**config.mk**
```make
export PLATFORM = sky130hd
export DESIGN_NAME = rect_measure
export DESIGN_NICKNAME = d
export VERILOG_FILES = /design/src/rtl/rect_pkg.sv /design/src/rtl/seq_mul.sv /design/src/rtl/rect_measure.sv
export SDC_FILE = /design/constraint.sdc
export NUM_CORES = 1
export LEC_CHECK = 0
export ABC_CLOCK_PERIOD_IN_PS = 3700
export BUFFER_PORTS_ARGS = -buffer_cell sky130_fd_sc_hd__buf_2
export CORE_MARGIN = 2
export CORE_UTILIZATION = 50
export DETAILED_ROUTE_END_ITERATION = 10
export PLACE_DENSITY_LB_ADDON = 0.2
export SYNTH_ARGS = -nofsm -noshare
export SYNTH_HDL_FRONTEND = slang
export SYNTH_SLANG_ARGS = --single-unit
```
**constraint.sdc**
```tcl
create_clock -name clock -period 3.7 [get_ports clock]
set_clock_uncertainty 0.1 [all_clocks]
set_input_delay 0.37 -clock clock [delete_from_list [all_inputs] [get_ports clock]]
set_output_delay 0.37 -clock clock [all_outputs]
set_load 0.1 [all_outputs]
```
**src/rtl/rect_pkg.sv**
```systemverilog
// Shared encodings for the rectangle measurement block: FSM state codes,
// the state enum built from them, and the operation-select constants.
package rect_pkg;

  localparam logic [2:0] ST_WAIT = 3'd0;
  localparam logic [2:0] ST_LOAD = 3'd1;
  localparam logic [2:0] ST_REL  = 3'd2;
  localparam logic [2:0] ST_CALC = 3'd3;
  localparam logic [2:0] ST_OUT  = 3'd4;
  localparam logic [2:0] ST_ACK  = 3'd5;

  localparam logic MODE_PERIM = 1'b0;
  localparam logic MODE_AREA  = 1'b1;

  typedef enum logic [2:0] {
    S_WAIT = ST_WAIT,
    S_LOAD = ST_LOAD,
    S_REL  = ST_REL,
    S_CALC = ST_CALC,
    S_OUT  = ST_OUT,
    S_ACK  = ST_ACK
  } state_e;

endpackage

```
**src/rtl/seq_mul.sv**
```systemverilog
// Unsigned shift-and-add multiplier: one partial product per cycle, W cycles
// while start_i is held; done_o/prod_o are valid combinationally on the last step.
module seq_mul #(
  parameter int W = 4
) (
  input  logic           clk_i,
  input  logic           rst_ni,
  input  logic           start_i,
  input  logic [W-1:0]   a_i,
  input  logic [W-1:0]   b_i,
  output logic           done_o,
  output logic [2*W-1:0] prod_o
);

  localparam int SW = (W > 1) ? $clog2(W) : 1;
  localparam logic [SW-1:0] LAST = SW'(W - 1);

  logic [SW-1:0]  step_q, step_d;
  logic [2*W-1:0] acc_q, acc_d, addend;

  always_comb begin
    addend = b_i[step_q] ? ({{W{1'b0}}, a_i} << step_q) : '0;
    // Step 0 starts from zero so no explicit clear of the accumulator is needed.
    acc_d  = ((step_q == '0) ? '0 : acc_q) + addend;
    step_d = (start_i && (step_q != LAST)) ? step_q + SW'(1) : '0;
  end

  assign done_o = start_i && (step_q == LAST);
  assign prod_o = acc_d;

  always_ff @(posedge clk_i) begin
    if (!rst_ni) begin
      step_q <= '0;
      acc_q  <= '0;
    end else begin
      step_q <= step_d;
      if (start_i) acc_q <= acc_d;
    end
  end

endmodule

```
**src/rtl/rect_measure.sv**
```systemverilog
// Rectangle perimeter/area unit with active-low DAV / active-high RFD handshakes.
// Latency 3+release (perimeter) or 2+W+release (area); one operation in flight.
module rect_measure
  import rect_pkg::*;
#(
  parameter int W = 4
) (
  input  logic           clock,
  input  logic           _reset,
  input  logic [W-1:0]   a,
  input  logic [W-1:0]   b,
  input  logic           mode,
  input  logic           _dav,
  output logic           rfd,
  output logic [2*W-1:0] p,
  output logic           _dav_out,
  input  logic           rfd_out
);

  state_e         state_q;
  logic [W-1:0]   a_q, b_q;
  logic           mode_q;
  logic [2*W-1:0] p_q;
  logic           rfd_q, dav_out_n_q;

  logic [2*W-1:0] perim_d, prod;
  logic           mul_start, mul_done;

  assign perim_d   = ({{W{1'b0}}, a_q} + {{W{1'b0}}, b_q}) << 1;
  assign mul_start = (state_q == S_CALC) && (mode_q == MODE_AREA);

  seq_mul #(.W(W)) u_mul (
    .clk_i  (clock),
    .rst_ni (_reset),
    .start_i(mul_start),
    .a_i    (a_q),
    .b_i    (b_q),
    .done_o (mul_done),
    .prod_o (prod)
  );

  always_ff @(posedge clock) begin
    if (!_reset) begin
      state_q     <= S_WAIT;
      a_q         <= '0;
      b_q         <= '0;
      mode_q      <= MODE_PERIM;
      p_q         <= '0;
      rfd_q       <= 1'b1;
      dav_out_n_q <= 1'b1;
    end else begin
      case (state_q)
        S_WAIT: begin
          rfd_q       <= 1'b1;
          dav_out_n_q <= 1'b1;
          if (!_dav) state_q <= S_LOAD;
        end
        S_LOAD: begin
          a_q     <= a;
          b_q     <= b;
          mode_q  <= mode;
          rfd_q   <= 1'b0;
          state_q <= S_REL;
        end
        S_REL: begin
          if (_dav) state_q <= S_CALC;
        end
        S_CALC: begin
          if (mode_q == MODE_PERIM) begin
            p_q         <= perim_d;
            dav_out_n_q <= 1'b0;
            state_q     <= S_OUT;
          end else if (mul_done) begin
            p_q         <= prod;
            dav_out_n_q <= 1'b0;
            state_q     <= S_OUT;
          end
        end
        S_OUT: begin
          if (!rfd_out) begin
            dav_out_n_q <= 1'b1;
            state_q     <= S_ACK;
          end
        end
        S_ACK: begin
          if (rfd_out) begin
            rfd_q   <= 1'b1;
            state_q <= S_WAIT;
          end
        end
        default: state_q <= S_WAIT;
      endcase
    end
  end

  assign rfd      = rfd_q;
  assign p        = p_q;
  assign _dav_out = dav_out_n_q;

endmodule

```
# Word level (Yosys, flattened, before mapping)
# Cells that the tools add are included.
# Widths: inputs -> output; s select.
# op_classes
shift,1
magnitude_cmp,1
muxes,19
reduce_logical,12
addsub,3
eq_ne,13
# op_table
op,n
$mux 8,4
$mux 3,6
$pmux 3 s6,1
$ne 2x2->1 const B,5
$add 8x8->8,1
$shl 4x2->8,1
$eq 3x2->1 const B,2
$eq 3x3->1 const B,2
$pmux 1 s3,2
$reduce_and 2->1,3
$reduce_bool 3->1,2
$add 4x4->5,1
$mux 1,5
$reduce_and 5->1,1
$eq 3x1->1 const B,1
$logic_and 1x1->1,3
$logic_not 3->1,1
$lt 2x3->1 const B,1
$ne 3x3->1 const B,1
$reduce_and 3->1,1
$add 2x1->2 const B,1
$bmux 1 s2,1
$eq 2x2->1 const B,1
$logic_not 2->1,1
$ne 2x1->1 const B,1
# totals
inputBits,13
ff_bits,32
output_inout_bits,10

# Logic depth before layout (Yosys ltp)
# Gate-level depths: netlist (run 1).
# depth
ltp_word,6
depth_mapped,13
mapped_depth_nobuf,11

# Modules after synthesis
# Synthesis (run 1) repeated with hierarchy kept, for this count alone.
# unflattened
hier_cells,247
area_unflattened_um2,2110.8
# by_module_without_submodules
mod,area_per_inst_um2,cells_each,instances
rect_measure,1087.3,123,1
seq_mul,1023.5,124,1

# Worst setup path after synthesis (run 1)
# No wires, ideal clock.
# synth_timing
kind,reg2reg
from,register u_mul.step_q[1]
to,register u_mul.acc_q[6]
stages_incl_launch_ff,14
path_slack_ns,0.955
setup_time_ns,0.130
arrival_ns,2.515
n_path_buf,2
synth_period_minus_slack_ns,2.745
cell_sequence,dfxtp_1 clkbuf_1 inv_1 ha_1 clkbuf_1 nor2b_1 ha_1 inv_1 fa_1 nand2b_1 a21oi_1 nor4_1 a311oi_1 o21ai_0
# synth_between
elab_chain_cells,4
word_cells_on_any_way,7
classes_between,add/sub: 1; shift: 1; mux: 4; reduce/logical: 1
# synth_rtl
item,line_no,text
from (decl),seq_mul.sv:18,"logic [SW-1:0] step_q, step_d;"
from (signal assigned),seq_mul.sv:36,step_q <= step_d;
$bmux 1 s2,seq_mul.sv:22,"addend = b_i[step_q] ? ({{W{1'b0}}, a_i} << step_q) : '0;"
$mux 1 (implied by the code),seq_mul.sv:22,
$mux 8,seq_mul.sv:22,
$add 8x8->8 *,seq_mul.sv:24,acc_d = ((step_q == '0) ? '0 : acc_q) + addend;
to (signal assigned),seq_mul.sv:34,acc_q <= '0;
to (signal assigned),seq_mul.sv:37,if (start_i) acc_q <= acc_d;
to (decl),seq_mul.sv:19,"logic [2*W-1:0] acc_q, acc_d, addend;"
# Mark *: on every way between the ends. The rest lies on a longest branch, timed or not. The select of a mux whose other input is x is not followed.
# A chain may end at the register's enable or synchronous reset.

# Worst setup path after layout (run 1)
# layout_timing
from,register u_mul.step_q[0]
to,register u_mul.acc_q[6]
# The elaborated chain is that of the path after synthesis.

==> results of run 1 <==
==> state kept, by name, summed over array words and instances (netlist names) <==
signal and cells:
mode_q 1, a_q 4, b_q 4, _dav_out 1, u_mul.step_q 2, u_mul.acc_q 8, p 8, state_q 3
rfd 1
==> worst max-delay path, delay by kind of cell, from the launching register on <==
kind                     cells  cell delay, ns
AO/OA/AOI/OAI                3            0.66
adder cells (fa/ha/maj)      3            0.94
buffers and inverters        2            0.20
flip-flops                   1            0.52
AND/OR/NAND/NOR              3            0.42
==> metal layers <==
metal,global-route usage [%],share of wire [%],up-vias
li1,-,-,861
met1,28.2,51,735
met2,33.4,46,22
met3,4.05,2.3,5
met4,6.89,1.0,0
met5,0,0,-
==> through the flow <==
stage / util [%] / std cells / cell area [um2]
2_1_floorplan: - / 238 / 1960
3_3_place_gp: 55.4 / 293 / 2060
3_5_place_dp: 55.4 / 293 / 2060
4_1_cts: 57.9 / 301 / 2150
5_1_grt: 57.9 / 301 / 2150
6_report: 57.9 / 301 / 2150
==> worst paths after layout <==
path | to | slack [ns] | cells past startpoint
min | a_q[0]$_SDFFE_PN0P_ | 0.21 | 3
max | u_mul.acc_q[6]$_SDFFE_PN0P_ | 0.75 | 11
min reg2reg | u_mul.acc_q[0]$_SDFFE_PN0P_ | 0.35 | 2
max reg2reg | u_mul.acc_q[6]$_SDFFE_PN0P_ | 0.75 | 11
==> logic make-up (layout without fill, tap and decap cells) <==
group / after synthesis / in the layout / synth area share [%]
compound gates: 51 / 51 / 16.7
xor+xnor: 6 / 6 / 2.68
fa+ha+maj: 15 / 15 / 10.4
buf+inv: 30 / 45 / 6.45
flops: 32 / 32 / 32.7
mux: 14 / 14 / 8.56
simple gates: 90 / 90 / 22.6
==> final cells by class <==
cell class | count | area [um2] | area share [%]
flip-flops and latches | 32 | 641 | 29.8
multi-input cells | 176 | 1190 | 55.3
well taps | 48 | 60.1 | 2.79
repair buffers | 22 | 110 | 5.12
clock buffers | 7 | 86.3 | 4.01
clock inverters | 1 | 7.51 | 0.349
inverters | 15 | 56.3 | 2.62
==> cells in the final DEF, fill, tap and decap left out, types with 2 or more instances in the layout <==
cell	instances
buf_2	22
mux2i_1	10
a21o_1	2
fa_1	2
mux4_2	2
nor2_1	27
clkbuf_8	6
nor2b_1	9
nand2_1	20
nand2b_1	4
and4_1	2
nor4_1	3
dfxtp_1	32
xnor2_1	3
o21ai_1	2
mux2_2	2
a21oi_1	16
and3_1	3
ha_1	13
and2_1	3
xor2_1	3
a211oi_1	5
inv_1	15
o21ai_0	14
nor3_1	3
nand3_1	12
==> power by group through the flow <==
stage / Clock, uW / Sequential [uW] / Combinational, uW
final: 279 / 376 / 101
after global placement: 0 / 383 / 100
after global routing: 307 / 378 / 112
after detailed placement: 0 / 383 / 102
after CTS: 286 / 375 / 102
after floorplan: 0 / 396 / 67.4
==> metrics, run 1 <==
Fillers 344; crit-path cells inv_1, ha_1, nor2b_1, ha_1, inv_1, fa_1, nand2b_1, a21oi_1, nor4_1, a311oi_1, o21ai_0; most frequent cells after synthesis dfxtp_1 (32), nor2_1 (27), nand2_1 (20), a21oi_1 (16), inv_1 (15); NumNets Final 280; Synthesized Nets 266; Post-Route WL 4.06 mm; Crit. End Element flop; Gate power share 13.4%; min Tclk post-route 2.95 ns; All-Layer GR Usage 20.9%; share of the synthesized area in the top cell type 32.7%; max_slew headroom 25.5%; WL/cell 13.5 um; Fin Hold WS 0.215 ns; Avg Cell Area, Syn 8.23 um2; Via density 5.39; top post-synthesis cells by area dfxtp_1 (33%), ha_1 (8.3%), nor2_1 (5.2%); Worst Path Arrival 3.01 ns; DRC 0; Pint 546 uW; main flop type after synthesis dfxtp_1; Worst-Margin Slew 1.12 ns; DRT antenna net count 0; cts bufs inserted 5; achievable frequency 338 MHz; worst path required time 3.76 ns; RSZ-0062 raised after global routing no; vias in the first global route 1551; Final Hold Vio Count 0; YS warnings 0; Clock Tree Buf Depth 2; Worst setup startpoint u_mul.step_q[0]$_SDFF_PN0_; total die area 4430 um2; Syn-to-layout area delta 9.90%; Pwr Density 351 nW/um2; Synth Register Bits 32; Hold Crit Start a[0]; clock sinks 32; GRT overflow 0; first-pass GRT wire length 7.00 mm; Buffers on Ports 22; num rows 22; most common cell in the netlist dfxtp_1; largest net degree at the start of global routing 23; CTS HTree Levels 2; worst-path fanout max 10; worst setup path class reg -> reg; Clock Latency Late Sink 0.28 ns; Reg2Reg Launch Point u_mul.step_q[0]$_SDFF_PN0_; Pleak 0.000880 uW; CP startpoint kind flop; TritonCTS clock tree yes; maximum capacitance violations 0; clock share of power 36.9%; # IOs 23; post-CTS setup buffer count 0; Die H 66.6 um; switch share 27.6%; Slew Viols, Final 0; Peak VDD IR 0.273 mV; synthesized area 1960 um2; sequential element share of the synthesized area 32.7%; Mapped Cells 238; effective utilization at floorplan 52.7%; Starting DRT DRC Count 88; part of the power in registers 49.7%; CTS root buf clkbuf_8; Final setup viols 0; dpl hpwl 3.05 mm; HP Class in -> reg; slowest cell on the critical path dfxtp_1; die width 66.6 um; Yosys top cell by area dfxtp_1; Via Count 1623; GP Congestion 0.887; DR pass1 iterations 4; number of distinct library cells after synthesis 44; share of layout cells above drive strength 1 14.2%; final setup TNS 0 ns; Post-CTS Resized 0; core box area 3720 um2; ANT cells 0; pre-CTS WS 0.741 ns; fin crit share 79.9%; Hold-fix buffers, CTS 0; Pwr Total 755 uW; Post-synth ARST share 0%; initial antenna violation count 0; final setup margin 0.745 ns; run status completed; Reg clk slew, reported paths 0.07 ns; Post-synth EDFFs 0; max incr delay on CP 0.52 ns; Net Switching 209 uW
No activity file was read; power rests on OpenSTA's default activity.
==> inputs of run 2 (changes only) <==
--- a/config.mk
+++ b/config.mk
@@ -5,7 +5,7 @@
 export SDC_FILE = /design/constraint.sdc
 export NUM_CORES = 1
 export LEC_CHECK = 0
-export ABC_CLOCK_PERIOD_IN_PS = 3700
+export ABC_CLOCK_PERIOD_IN_PS = 3000
 export BUFFER_PORTS_ARGS = -buffer_cell sky130_fd_sc_hd__buf_2
 export CORE_MARGIN = 2
 export CORE_UTILIZATION = 50
==> constraint.sdc (replaced) <==
create_clock -name clock -period 3 [get_ports clock]
set_clock_uncertainty 0.1 [all_clocks]
set_input_delay 0.3 -clock clock [delete_from_list [all_inputs] [get_ports clock]]
set_output_delay 0.3 -clock clock [all_outputs]
set_load 0.1 [all_outputs]
==> run 2 against run 1 <==
  * Design area is 2.3% higher
  * Critical path depth stayed put
  * Cell count is 1.3% higher
  * Count of clock-buffer cells in the layout decreased by 2
  * Sequential power grew 23%
  * Non-clock buffer count up 4
  * Worst setup slack got worse by 0.40 ns
  * Sequential share of layout area shrank 0.56 points
  * Combinational power rose by 27%
  * Core utilization is 1.3 points higher
  * Largest power group unchanged
  * Highest routed layer unchanged
==> metrics, run 2 (same netlist as run 1, synthesis figures left out) <==
run status completed (unchanged); Via density 5.45 (was 5.39); Via Count 1661 (was 1623); Slew Viols, Final 0 (unchanged); NumNets Final 284 (was 280); RSZ-0062 raised after global routing no (unchanged); Post-Route WL 4.20 mm (was 4.06 mm); vias in the first global route 1467 (was 1551); largest net degree at the start of global routing 22 (was 23); Design Area, Final 2200 um2 (was 2150 um2); DRC 0 (unchanged); maximum capacitance violations 0 (unchanged); post-CTS setup buffer count 0 (unchanged); Clock Tree Buf Depth 2 (unchanged); CTS HTree Levels 2 (unchanged); Pwr Density 458 nW/um2 (was 351 nW/um2); max_slew headroom 67.4% (was 25.5%); worst-path fanout max 10 (unchanged); Fillers 359 (was 344); fin crit share 88.4% (was 79.9%); ANT cells 0 (unchanged); WL/cell 13.8 um (was 13.5 um); Reg clk slew, reported paths 0.07 ns (about the same); CP startpoint kind flop (unchanged); Pleak 0.000909 uW (was 0.000880 uW); final setup TNS 0 ns (unchanged); All-Layer GR Usage 21.7% (was 20.9%); Non-Filler Instances 305 (was 301); initial antenna violation count 0 (unchanged); Worst Path Arrival 2.72 ns (was 3.01 ns); clock sinks 32 (unchanged); worst path required time 3.07 ns (was 3.76 ns); share of layout cells above drive strength 1 16.7% (was 14.2%); min Tclk post-route 2.65 ns (was 2.95 ns); Pwr Total 1010 uW (was 755 uW); total die area 4430 um2 (unchanged); clock share of power 41.4% (was 36.9%); CTS root buf clkbuf_8 (unchanged); HP Class in -> reg (unchanged); Peak VDD IR 0.354 mV (was 0.273 mV); DR pass1 iterations 4 (unchanged); dpl hpwl 3.18 mm (was 3.05 mm); DRT antenna net count 0 (unchanged); num rows 22 (unchanged); Syn-to-layout area delta 12.5% (was 9.90%); die width 66.6 um (unchanged); GP Congestion 0.882 (was 0.887); achievable frequency 377 MHz (was 338 MHz); Die H 66.6 um (unchanged); most common cell after layout, fill and taps aside dfxtp_1 (unchanged); TritonCTS clock tree yes (unchanged); Worst-Margin Slew 0.492 ns (was 1.12 ns); Gate power share 12.7% (was 13.4%); final setup margin 0.347 ns (was 0.745 ns); worst setup path class reg -> reg (unchanged); first-pass GRT wire length 7.01 mm (was 7.00 mm); most frequent cells in the layout dfxtp_1 (30), nor2_1 (27), buf_2 (22) (was dfxtp_1 (32), nor2_1 (27), buf_2 (22)); Starting DRT DRC Count 99 (was 88); switch share 27.1% (was 27.6%); Clock Latency Late Sink 0.29 ns (was 0.28 ns); placed instance area 2090 um2 (was 2060 um2); R2R Setup Slk 0.35 ns (was 0.75 ns); Pint 736 uW (was 546 uW); effective utilization at floorplan 52.7% (unchanged); GRT overflow 0 (unchanged); Final Hold Vio Count 0 (unchanged); cts bufs inserted 5 (unchanged); pre-CTS WS 0.210 ns (was 0.741 ns); Inst Count DP 297 (was 293); Final setup viols 0 (unchanged); Net Switching 274 uW (was 209 uW); # IOs 23 (unchanged); Buffers on Ports 22 (unchanged); core box area 3720 um2 (unchanged); part of the power in registers 45.9% (was 49.7%); Crit. End Element flop (unchanged)
## run 2: area by class of cell
| class | count | area [um2] | area share [%] |
|---|---|---|---|
| Inverter | 15 | 56.3 | 2.56 |
| Timing Repair Buffer | 26 | 140 | 6.36 |
| Clock inverter | 3 | 42.5 | 1.93 |
| Tap cell | 48 | 60.1 | 2.73 |
| Multi-Input combinational cell | 176 | 1190 | 54.1 |
| Clock buffer | 5 | 68.8 | 3.13 |
| Sequential cell | 32 | 643 | 29.2 |
## run 2: final timing paths
check | start | cells past startpoint | endpoint
worst max-delay path | u_mul.step_q[0]$_SDFF_PN0_ | 11 | u_mul.acc_q[6]$_SDFFE_PN0P_
worst min-delay path | a[0] | 3 | a_q[0]$_SDFFE_PN0P_
worst max register to register | u_mul.step_q[0]$_SDFF_PN0_ | 11 | u_mul.acc_q[6]$_SDFFE_PN0P_
worst min register to register | u_mul.acc_q[2]$_SDFFE_PN0P_ | 2 | u_mul.acc_q[2]$_SDFFE_PN0P_
## run 2: what timing repair did
item,in CTS,in global routing
hold buffers,0,0
setup endpoints to repair,0,4
resized for setup,0,2
endpoints found under the hold margin,0,0
## run 2: stage by stage
step | hold WS (ns) | util, %
floorplan | 0.332 | -
global placement | 0.338 | 56.2
detailed placement | 0.343 | 56.2
CTS | 0.132 | 59.2
global route | 0.134 | 59.3
finish | 0.132 | 59.3
## run 2: power by group through the flow
stage / sequential [uW] / combinational [uW] / clock (uW)
floorplan: 489 / 83.2 / 0
global route: 466 / 142 / 444
finish: 463 / 128 / 418
global placement: 473 / 127 / 0
CTS: 463 / 129 / 425
detailed placement: 473 / 129 / 0
## run 2: critical path, cell delays in order, from the launching register on
cell and delay, ns:
dfxtp_2 0.43, inv_1 0.11, ha_1 0.27, nor2b_1 0.14, ha_1 0.19, inv_1 0.06
fa_1 0.39, nand2b_1 0.17, a21oi_1 0.18, nor4_1 0.07, a311oi_1 0.30, o21ai_0 0.13
## run 2: per-layer routing
metal | track usage (%) | vias to the layer above | routed length, um
li1 | - | 861 | -
met1 | 29.7 | 760 | 2080
met2 | 33.4 | 33 | 1870
met3 | 5.07 | 7 | 179
met4 | 7.65 | 0 | 76
met5 | 0 | - | 0
